**src/rtl/pixel_unpacker_pkg.sv**
```systemverilog
// ---------------------------------------------------------------------------
// pixel_unpacker_pkg
// Shared video constants for the pixel unpacker slice: default pixel format,
// word packing, active frame geometry, and the widths of the pixel-in-word,
// column and row counters derived from that geometry.
// No ports; imported by pixel_unpacker and word_fifo2.
// ---------------------------------------------------------------------------
package pixel_unpacker_pkg;

    // RGB565 pixels, eight of them per 128-bit buffer word
    localparam int PIX_W_DEF        = 16;
    localparam int PIX_PER_WORD_DEF = 8;
    localparam int WORD_W_DEF       = PIX_W_DEF * PIX_PER_WORD_DEF;

    // 640x480 active area
    localparam int H_ACTIVE_DEF = 640;
    localparam int V_ACTIVE_DEF = 480;

    // Each exposure contributes one word, so one stored entry holds three
    localparam int EXPOSURES = 3;

    // Width of a counter that must hold 0..n-1; never narrower than one bit
    function automatic int cntWidth(input int n);
        return (n > 1) ? $clog2(n) : 1;
    endfunction

    localparam int K_W_DEF = cntWidth(PIX_PER_WORD_DEF);
    localparam int X_W_DEF = cntWidth(H_ACTIVE_DEF);
    localparam int Y_W_DEF = cntWidth(V_ACTIVE_DEF);

endpackage

```
**src/rtl/pixel_unpacker_word_fifo2.sv**
```systemverilog
// ---------------------------------------------------------------------------
// word_fifo2
// Two-entry FIFO holding complete word triples (high/mid/low exposure
// concatenated). The caller only pushes when there is room (or when the
// head is popped in the same cycle) and only pops when non-empty.
// Ports:
//   clk_i        clock
//   rst_i        synchronous active-high reset, empties the FIFO
//   push_i       write data_i this cycle
//   pop_i        retire the head entry this cycle
//   flush_i      empty the FIFO; a push in the same cycle lands after the flush
//   data_i       entry to write
//   head_o       oldest entry (meaningless when occupancy_o is 0)
//   occupancy_o  number of stored entries, 0..2
// ---------------------------------------------------------------------------
module word_fifo2
    import pixel_unpacker_pkg::*;
#(
    parameter int DATA_W = EXPOSURES * WORD_W_DEF
) (
    input  logic              clk_i,
    input  logic              rst_i,
    input  logic              push_i,
    input  logic              pop_i,
    input  logic              flush_i,
    input  logic [DATA_W-1:0] data_i,
    output logic [DATA_W-1:0] head_o,
    output logic [1:0]        occupancy_o
);

    logic [DATA_W-1:0] mem_q [2];
    logic              rdPtr_q, rdPtr_d;
    logic              wrPtr_q, wrPtr_d;
    logic [1:0]        count_q, count_d;
    logic              writeEn;
    logic              writeIdx;

    // Pointer and occupancy update. A flush restarts both pointers at entry 0,
    // so a push arriving with the flush becomes the sole, head entry.
    always_comb begin
        rdPtr_d  = rdPtr_q;
        wrPtr_d  = wrPtr_q;
        count_d  = count_q;
        writeEn  = 1'b0;
        writeIdx = wrPtr_q;
        if (flush_i) begin
            rdPtr_d  = 1'b0;
            wrPtr_d  = 1'b0;
            count_d  = 2'd0;
            writeIdx = 1'b0;
            if (push_i) begin
                writeEn = 1'b1;
                wrPtr_d = 1'b1;
                count_d = 2'd1;
            end
        end else begin
            if (push_i) begin
                writeEn = 1'b1;
                wrPtr_d = ~wrPtr_q;
            end
            if (pop_i) begin
                rdPtr_d = ~rdPtr_q;
            end
            count_d = count_q + {1'b0, push_i} - {1'b0, pop_i};
        end
    end

    // Control state; reset discards stored entries by zeroing occupancy
    always_ff @(posedge clk_i) begin
        if (rst_i) begin
            rdPtr_q <= 1'b0;
            wrPtr_q <= 1'b0;
            count_q <= 2'd0;
        end else begin
            rdPtr_q <= rdPtr_d;
            wrPtr_q <= wrPtr_d;
            count_q <= count_d;
        end
    end

    // Storage needs no reset: contents are only observed while occupancy > 0.
    // When full with a simultaneous pop, the write slot equals the head being
    // retired, so overwriting it here is safe.
    always_ff @(posedge clk_i) begin
        if (writeEn) begin
            mem_q[writeIdx] <= data_i;
        end
    end

    assign head_o      = mem_q[rdPtr_q];
    assign occupancy_o = count_q;

endmodule

```
**src/rtl/pixel_unpacker.sv**
```systemverilog
// ---------------------------------------------------------------------------
// pixel_unpacker
// Buffers 128-bit word triples (high/mid/low exposure) in a two-entry FIFO
// and serialises them into one pixel triple per accepted transfer,
// least-significant pixel first, while tracking the x/y raster position.
// Ports:
//   clk_25M            pixel clock
//   rst_25M            synchronous active-high reset
//   pixel_data_high/mid/low  word of each exposure
//   pixel_data_valid   one-cycle qualifier per word triple (no backpressure)
//   frame_start        clears position and flushes stored words
//   out_ready          downstream accepts the current pixel triple
//   pix_high/mid/low   current pixel of each exposure (zero when idle)
//   pix_valid          pixel triple valid
//   pix_sol / pix_sof  current position is x==0 / x==0 and y==0
//   in_ready           word storage has room this cycle
//   overflow           sticky: a word triple was dropped
// ---------------------------------------------------------------------------
module pixel_unpacker
    import pixel_unpacker_pkg::*;
#(
    parameter int PIX_W        = PIX_W_DEF,
    parameter int PIX_PER_WORD = PIX_PER_WORD_DEF,
    parameter int H_ACTIVE     = H_ACTIVE_DEF,
    parameter int V_ACTIVE     = V_ACTIVE_DEF
) (
    input  logic                          clk_25M,
    input  logic                          rst_25M,
    input  logic [PIX_W*PIX_PER_WORD-1:0] pixel_data_high,
    input  logic [PIX_W*PIX_PER_WORD-1:0] pixel_data_mid,
    input  logic [PIX_W*PIX_PER_WORD-1:0] pixel_data_low,
    input  logic                          pixel_data_valid,
    input  logic                          frame_start,
    input  logic                          out_ready,
    output logic [PIX_W-1:0]              pix_high,
    output logic [PIX_W-1:0]              pix_mid,
    output logic [PIX_W-1:0]              pix_low,
    output logic                          pix_valid,
    output logic                          pix_sol,
    output logic                          pix_sof,
    output logic                          in_ready,
    output logic                          overflow
);

    localparam int WORD_W = PIX_W * PIX_PER_WORD;
    localparam int K_W    = cntWidth(PIX_PER_WORD);
    localparam int X_W    = cntWidth(H_ACTIVE);
    localparam int Y_W    = cntWidth(V_ACTIVE);

    localparam logic [K_W-1:0] K_LAST = K_W'(PIX_PER_WORD - 1);
    localparam logic [X_W-1:0] X_LAST = X_W'(H_ACTIVE - 1);
    localparam logic [Y_W-1:0] Y_LAST = Y_W'(V_ACTIVE - 1);

    logic [EXPOSURES*WORD_W-1:0] fifoHead;
    logic [1:0]                  occupancy;
    logic                        fifoPush;
    logic                        fifoPop;
    logic                        headValid;
    logic                        transfer;
    logic                        lastPix;
    logic [WORD_W-1:0]           wordHigh, wordMid, wordLow;

    logic [K_W-1:0] kCnt_q, kCnt_d;
    logic [X_W-1:0] xCnt_q, xCnt_d;
    logic [Y_W-1:0] yCnt_q, yCnt_d;
    logic           overflow_q, overflow_d;

    assign headValid = (occupancy != 2'd0);
    assign transfer  = headValid && out_ready;
    assign lastPix   = (kCnt_q == K_LAST);

    // A frame_start cancels the pop of a coincident transfer; the flush wins.
    // Pushes are accepted after a flush, into free space, or into the slot
    // freed by a pop in the same cycle.
    assign fifoPop  = transfer && lastPix && !frame_start;
    assign fifoPush = pixel_data_valid &&
                      (frame_start || (occupancy != 2'd2) || fifoPop);

    word_fifo2 #(
        .DATA_W (EXPOSURES * WORD_W)
    ) u_word_fifo2 (
        .clk_i       (clk_25M),
        .rst_i       (rst_25M),
        .push_i      (fifoPush),
        .pop_i       (fifoPop),
        .flush_i     (frame_start),
        .data_i      ({pixel_data_high, pixel_data_mid, pixel_data_low}),
        .head_o      (fifoHead),
        .occupancy_o (occupancy)
    );

    // Pixel index within the head word and raster position. A frame_start
    // overrides any coincident transfer so the next pixel starts a new frame.
    always_comb begin
        kCnt_d     = kCnt_q;
        xCnt_d     = xCnt_q;
        yCnt_d     = yCnt_q;
        overflow_d = overflow_q | (pixel_data_valid & ~fifoPush);
        if (frame_start) begin
            kCnt_d = '0;
            xCnt_d = '0;
            yCnt_d = '0;
        end else if (transfer) begin
            kCnt_d = lastPix ? '0 : kCnt_q + K_W'(1);
            if (xCnt_q == X_LAST) begin
                xCnt_d = '0;
                yCnt_d = (yCnt_q == Y_LAST) ? '0 : yCnt_q + Y_W'(1);
            end else begin
                xCnt_d = xCnt_q + X_W'(1);
            end
        end
    end

    // Counter and sticky-flag registers
    always_ff @(posedge clk_25M) begin
        if (rst_25M) begin
            kCnt_q     <= '0;
            xCnt_q     <= '0;
            yCnt_q     <= '0;
            overflow_q <= 1'b0;
        end else begin
            kCnt_q     <= kCnt_d;
            xCnt_q     <= xCnt_d;
            yCnt_q     <= yCnt_d;
            overflow_q <= overflow_d;
        end
    end

    // Output selection; pixel outputs read as zero while nothing is stored so
    // stale FIFO contents never leak out after reset or a flush.
    assign wordLow  = fifoHead[WORD_W-1:0];
    assign wordMid  = fifoHead[2*WORD_W-1:WORD_W];
    assign wordHigh = fifoHead[3*WORD_W-1:2*WORD_W];

    assign pix_high  = headValid ? wordHigh[kCnt_q*PIX_W +: PIX_W] : '0;
    assign pix_mid   = headValid ? wordMid[kCnt_q*PIX_W +: PIX_W]  : '0;
    assign pix_low   = headValid ? wordLow[kCnt_q*PIX_W +: PIX_W]  : '0;
    assign pix_valid = headValid;
    assign pix_sol   = (xCnt_q == '0);
    assign pix_sof   = (xCnt_q == '0) && (yCnt_q == '0);
    assign in_ready  = (occupancy != 2'd2);
    assign overflow  = overflow_q;

endmodule

```
**config.mk**
```make
export PLATFORM = sky130hd
export DESIGN_NAME = pixel_unpacker
export DESIGN_NICKNAME = d
export VERILOG_FILES = /design/src/rtl/pixel_unpacker_pkg.sv /design/src/rtl/pixel_unpacker_word_fifo2.sv /design/src/rtl/pixel_unpacker.sv
export SDC_FILE = /design/constraint.sdc
export NUM_CORES = 1
export LEC_CHECK = 0
export ABC_AREA = 1
export BUFFER_PORTS_ARGS = -buffer_cell sky130_fd_sc_hd__buf_2
export CAP_MARGIN = 40
export CORE_ASPECT_RATIO = 2
export CORE_MARGIN = 5
export CORE_UTILIZATION = 45
export DETAILED_ROUTE_END_ITERATION = 8
export SYNTH_ARGS = -nofsm -noshare
export SYNTH_HDL_FRONTEND = slang
export SYNTH_SLANG_ARGS = --single-unit
```
**constraint.sdc**
```tcl
create_clock -name clk_25M -period 51.9 [get_ports clk_25M]
set_input_delay 0 -clock clk_25M [delete_from_list [all_inputs] [get_ports clk_25M]]
set_output_delay 0 -clock clk_25M [all_outputs]
set_load 0.05 [all_outputs]
```
==> results of run 1 <==
## sequential cells by signal, indices dropped and copies added (netlist names), named ones only
register and cells:
xCnt_q 10, kCnt_q 3, u_word_fifo2.wrPtr_q 1, yCnt_q 9, overflow 1, u_word_fifo2.mem_q 768
u_word_fifo2.rdPtr_q 1, u_word_fifo2.occupancy_o 2
## final cells by class
| cell class | count | area (sq um) |
|---|---|---|
| multi-input combinational | 1779 | 7600 |
| clock buffer | 87 | 1920 |
| timing repair buffer | 870 | 6650 |
| inverter | 136 | 538 |
| sequential | 796 | 23600 |
| fill | 5872 | 29900 |
| clock inverter | 42 | 384 |
| antenna | 15 | 37.5 |
| tap | 916 | 1150 |
## cell usage after synthesis, drive strengths merged
| cell | n | area share, % |
|---|---|---|
| nor2 | 423 | 4.9 |
| edfxtp | 768 | 71 |
| inv | 135 | 1.6 |
| a211oi | 3 | 0.069 |
| nand4 | 6 | 0.12 |
| nor3 | 2 | 0.031 |
| o21ai | 200 | 3.1 |
| clkinv | 1 | 0.011 |
| clkbuf | 59 | 0.68 |
| nor3b | 1 | 0.023 |
| dfxtp | 28 | 1.7 |
| buf | 106 | 2.1 |
| a21oi | 61 | 0.95 |
| nor4 | 1 | 0.019 |
| nand3 | 348 | 5.3 |
| ha | 8 | 0.31 |
| xor2 | 4 | 0.11 |
| nand2 | 721 | 8.3 |
| o21a | 1 | 0.023 |
## worst paths after layout
path,startpoint,to,slack [ns],cells past startpoint
min,pixel_data_mid[100],u_word_fifo2.mem_q[0][228]$_DFFE_PP_,0.07,2
max reg2reg,kCnt_q[0]$_SDFFE_PP0N_,u_word_fifo2.mem_q[1][51]$_DFFE_PP_,47.53,12
max,flip-flop,pix_high[6],47.34,12
min reg2reg,u_word_fifo2.rdPtr_q$_SDFFE_PP0P_,u_word_fifo2.rdPtr_q$_SDFFE_PP0P_,0.48,2
## power groups by stage
| stage | Sequential (mW) | Clock, mW | Combinational, mW |
|---|---|---|---|
| 2_1_floorplan | 0.775 | 0 | 0.0531 |
| 3_3_place_gp | 0.756 | 0 | 0.100 |
| 3_5_place_dp | 0.756 | 0 | 0.105 |
| 4_1_cts | 0.742 | 0.541 | 0.131 |
| 5_1_grt | 0.744 | 0.567 | 0.141 |
| 6_report | 0.743 | 0.529 | 0.131 |
## layer usage
layer  global-route usage (%)  vias up
met3                     5.68      159
met1                     31.7    11700
met2                     43.7     1019
met5                        0        -
met4                     10.7        6
li1                         -    11400
## cells by family after synthesis
group,share of synthesized area (%)
and+or+nand+nor,18.7
DFF,72.4
buffers and inverters,4.36
AOI/OAI and AO/OA,4.11
adders and majority gates,0.307
xor gates and xnor gates,0.107
## stage by stage
stage                     power, mW  setup WS [ns]  hold slack [ns]  instances
after floorplan               0.828          23.58           0.0989       2876
after global placement        0.856          47.08            0.187       4094
after detailed placement      0.862          47.54            0.191       4105
after CTS                      1.41          47.30           0.0169       4625
after global routing           1.45          47.04           0.0509       4631
final                          1.40          47.34           0.0673       4641
==> reports/metrics.cfg, run 1 <==
[clock_network]
cts_tree=yes
clock_sinks=796
clk_pin_slew_ns=0.07
ctsResizeCount=0
cts_buffers=72
h-tree-depth=3
post-cts-setup-buffers=0
cts_buffer_depth=3
cts_hold_buf=391
root_buffer=clkbuf_16
clk_latency_ns=0.65

[worst_setup_path]
crit_path_max_fanout=224
startpoint_type=flip-flop
crit_path_frequent_cell=nand2_1
critPathSlowestCell=buf_4
cp_top_family=buffers and inverters
cp.required_ns=51.90
cp_num_buf_inv=6
crit_chain=clkinv_8 > buf_16 > buf_4 > buf_16 > buf_4 > nand2_1 > nand2_1 > nand2_1 > nand3_1 > nand3_1 > a21oi_1 > buf_2
crit_type=flip-flop to output port
critPathArrivalTime_ns=4.56
cp_slowest_stage_delay_ns=0.66
endpoint_kind=output port

[logic_synthesis]
synthCells=2876
syn_nets=3273
ys_seq_area_share_pct=72.4
ys_ff_latch=796
syn-cell-area_sq_um=32600
synthesis.yosys.warnings=0
synth.avg_cell_area_sq_um=11.3
synth_cell_types=28

[pwr]
powerDensity_nw_per_um2=33.4
max-vdd-ir-drop_mv=0.0303
p_clk_share_pct=37.7
power.internal_mw=1.08
p_sw_mw=0.322
combPwrFrac_pct=9.3
p_seq_share_pct=53.0
leakage_nw=16.6
switching_share_pct=23.0

[timing]
finalSetupTns_ns=0
setup_viol=0
maxSlewHeadroom_pct=17.6
worst_pin_slew_ns=1.24
max_clock_freq_mhz=219
maxSlewViolCount=0
period_needed_ns=4.56
min_period_over_period_pct=8.78
skew_ns=0.0160
rsz0062_at_grt=no
hold_violations=0

[global_routing]
grtUsageTotal_pct=25.6
grt_max_degree=225
first_global_vias=24600
grt_pass1_wl_um=151000
overflow=0
antenna_found_initial=14

[placement]
io_buffers=441
hpwl_um=67700
place_area_sq_um=35600
place.gp.congestion=0.856

[route]
wl_per_cell_um=22.1
routed-wl-met2_um=50900
dr.max_layer_used=met5
wirelength_um=103000
drt-pass1-iter-count=5
wl_met1_um=39100
viasPerCell=5.24
drtIter0Drc=1982
route.detailed.drc=0
antenna_left=0
route.met3.wl_um=8180
vias=24300

[run]
cap_violations=0

[die]
initial_core_util_pct=45.4
rows=139
design.core.area_sq_um=71800
die_x_um=200
dieHeight_um=391
dieArea_sq_um=78300
io_pins=442

[hold_path]
hold_class=primary input to flip-flop

[finish]
final_cell_mix=edfxtp_1, nand2_1, buf_2, nor2_1, dlygate4sd3_1
post_route_cells_drive_above_1_share_pct=16.1
fin_area_sq_um=41900
mostFrequentLayoutCell=edfxtp_1
layout.core_utilization_pct=58.4
layout.nets=4052
synthToLayoutAreaGrowth_pct=28.4

[status]
outcome=completed

Note: power is estimated with default switching activity, not from simulation.
==> inputs of run 2 (changes only) <==
--- a/config.mk
+++ b/config.mk
@@ -12,6 +12,7 @@
 export CORE_MARGIN = 5
 export CORE_UTILIZATION = 45
 export DETAILED_ROUTE_END_ITERATION = 8
+export PLACE_DENSITY = 0.67
 export SYNTH_ARGS = -nofsm -noshare
 export SYNTH_HDL_FRONTEND = slang
 export SYNTH_SLANG_ARGS = --single-unit
==> constraint.sdc (replaced) <==
create_clock -name clk_25M -period 4.13 [get_ports clk_25M]
set_input_delay 0 -clock clk_25M [delete_from_list [all_inputs] [get_ports clk_25M]]
set_output_delay 0 -clock clk_25M [all_outputs]
set_load 0.05 [all_outputs]
==> reports/metrics.cfg, run 2 (synthesis gave the netlist of run 1 again) <==
[status]
outcome=completed

[route]
wirelength_um=106000  ; +3.0%
antenna_left=0  ; unchanged
viasPerCell=5.27  ; +0.58%
route.detailed.drc=0  ; unchanged
drt-pass1-iter-count=8  ; +3
wl_per_cell_um=22.8  ; +3.1%
drtIter0Drc=1942  ; -2.0%
vias=24500  ; +0.50%

[worst_setup_path]
cp-startpoint=kCnt_q[0]$_SDFFE_PP0N_
regToRegEndpoint=u_word_fifo2.mem_q[1][0]$_DFFE_PP_
endpoint_kind=output port
startpoint_type=flip-flop
crit_type=flip-flop to output port
r2r_start=kCnt_q[1]$_SDFFE_PP0N_
crit_path_max_fanout=114  ; -49%
worst_r2r_path_depth=9  ; -3
cp.required_ns=4.13  ; -47.77 ns
critPathArrivalTime_ns=3.59  ; -0.97 ns
rrSetupSlack_ns=1.13  ; -46.40 ns

[finish]
stdcell_count=4637  ; -0.086%
top_regs=u_word_fifo2.mem_q (768), xCnt_q (10), yCnt_q (9)
mostFrequentLayoutCell=edfxtp_1
final_cell_mix=edfxtp_1, nand2_1, buf_2, nor2_1, dlygate4sd3_1
post_route_cells_drive_above_1_share_pct=16.3  ; +0.17 points
largest_reg_flops=768  ; unchanged
layout.core_utilization_pct=58.2  ; -0.11 points
regMostFlops=u_word_fifo2.mem_q
fin_area_sq_um=41800  ; -0.20%
layout.nets=4053  ; +0.025%
synthToLayoutAreaGrowth_pct=28.2

[die]
initial_core_util_pct=45.4  ; unchanged
io_pins=442  ; unchanged
design.core.area_sq_um=71800  ; unchanged
dieHeight_um=391  ; unchanged
die_x_um=200  ; unchanged
rows=139  ; unchanged
dieArea_sq_um=78300  ; unchanged

[global_routing]
grtUsageMet1_pct=31.8  ; +0.17 points
busiest_layer=met2
overflow=0  ; unchanged
grt_max_degree=146  ; -35%
use_met3_pct=5.01  ; -0.66 points
gr-usage-met2_pct=46.9  ; +3.2 points
grt_pass1_wl_um=154000  ; +1.5%
first_global_vias=24400  ; -0.76%
antenna_found_initial=11  ; -3
grtUsageTotal_pct=26.3  ; +0.68 points

[timing]
maxSlewHeadroom_pct=37.3  ; +20 points
period_needed_ns=3.59
rsz0062_at_grt=no
skew_ns=0.0219  ; +0.00589 ns
fin_ws_ns=0.542  ; -46.80 ns
min_period_over_period_pct=86.9
setup_viol=0  ; unchanged
maxSlewViolCount=0  ; unchanged
holdWs_ns=0.0572  ; -0.0102 ns
worst_pin_slew_ns=0.940  ; -0.297 ns
hold_violations=0  ; unchanged
max_clock_freq_mhz=279

[placement]
dp_slack_ns=1.21  ; -46.34 ns
place_area_sq_um=35700  ; +0.26%
hpwl_um=68100  ; +0.69%
placed_cells=4109  ; +0.097%
place.gp.congestion=0.824  ; -3.7%
io_buffers=441  ; unchanged

[hold_path]
hp-start=pixel_data_mid[114]
hold_depth=2  ; unchanged
hold_class=primary input to flip-flop
holdPathEnd=u_word_fifo2.mem_q[1][242]$_DFFE_PP_

[clock_network]
root_buffer=clkbuf_16
clock_sinks=796  ; unchanged
cts_buffer_depth=3  ; unchanged
clk_pin_slew_ns=0.07  ; about the same
cts_tree=yes
cts_hold_buf=392  ; +0.26%
post-cts-setup-buffers=0  ; unchanged
ctsResizeCount=0  ; unchanged
cts_buffers=69  ; -4.2%
h-tree-depth=3  ; unchanged
clk_latency_ns=0.66  ; about the same

[run]
cap_violations=0  ; unchanged

[pwr]
powerDensity_nw_per_um2=413  ; +1100%
max-vdd-ir-drop_mv=0.476  ; +1500%
leakage_nw=16.5  ; -0.55%

==> run 2: cell types whose count changed in the layout (fill, tap and decap cells not counted), moves of 2 or more <==
| cell | previous run | this run |
|---|---|---|
| buf_16 | 11 | 0 |
| clkbuf_16 | 75 | 69 |
| nand2_1 | 721 | 718 |
| dfxtp_1 | 24 | 22 |
| ha_4 | 0 | 2 |
| clkinv_2 | 15 | 8 |
| buf_12 | 2 | 19 |
| buf_4 | 25 | 22 |
| ha_1 | 8 | 6 |
| nand2_4 | 0 | 2 |
| clkinvlp_4 | 2 | 7 |
| clkinv_8 | 2 | 5 |
| bufinv_16 | 6 | 3 |
==> run 2: area by class of cell <==
| cell class | count | area [sq um] |
|---|---|---|
| fillers | 5716 | 30000 |
| flip-flops and latches | 796 | 23600 |
| multi-input cells | 1779 | 7650 |
| repair buffers | 874 | 6680 |
| clock buffers | 81 | 1780 |
| well taps | 916 | 1150 |
| inverters | 136 | 534 |
| clock inverters | 41 | 369 |
| diodes | 14 | 35.0 |
==> run 2: worst max-delay path by stage <==
| stage | cells after the start | to |
|---|---|---|
| 3_3_place_gp | 7 | pix_low[13] |
| 5_1_grt | 7 | pix_low[13] |
| 3_5_place_dp | 9 | u_word_fifo2.mem_q[1][32]$_DFFE_PP_ |
| 2_1_floorplan | 6 | u_word_fifo2.mem_q[0][0]$_DFFE_PP_ |
| 4_1_cts | 7 | pix_low[13] |
| 6_report | 7 | pix_low[13] |
==> run 2: report_power, final <==
group / switching (mW) / internal, mW / total [mW]
registers: 0.0900 / 9.24 / 9.33
clock network: 3.00 / 3.33 / 6.33
logic: 1.02 / 0.610 / 1.63
total: 4.11 / 13.2 / 17.3
==> run 2: through the flow <==
step	total power, mW	TNS (ns)
finish	17.3	0
floorplan	10.2	-3532.46
CTS	17.4	0
detailed placement	10.8	0
global route	17.9	0
global placement	10.8	0
==> run 2: critical path: stages, from the launching register on <==
cell and delay (ns):
dfxtp_4 0.41, buf_12 0.46, buf_4 0.68, nand2_1 0.12
nand3_1 0.19, nand3_1 0.17, a21oi_1 0.43, buf_2 0.35
==> run 2: routing by layer <==
| metal | share of wire (%) | vias up |
|---|---|---|
| li1 | - | 11400 |
| met1 | 37 | 11800 |
| met2 | 52 | 1040 |
| met3 | 7.3 | 154 |
| met4 | 3.6 | 2 |
| met5 | 0.012 | - |
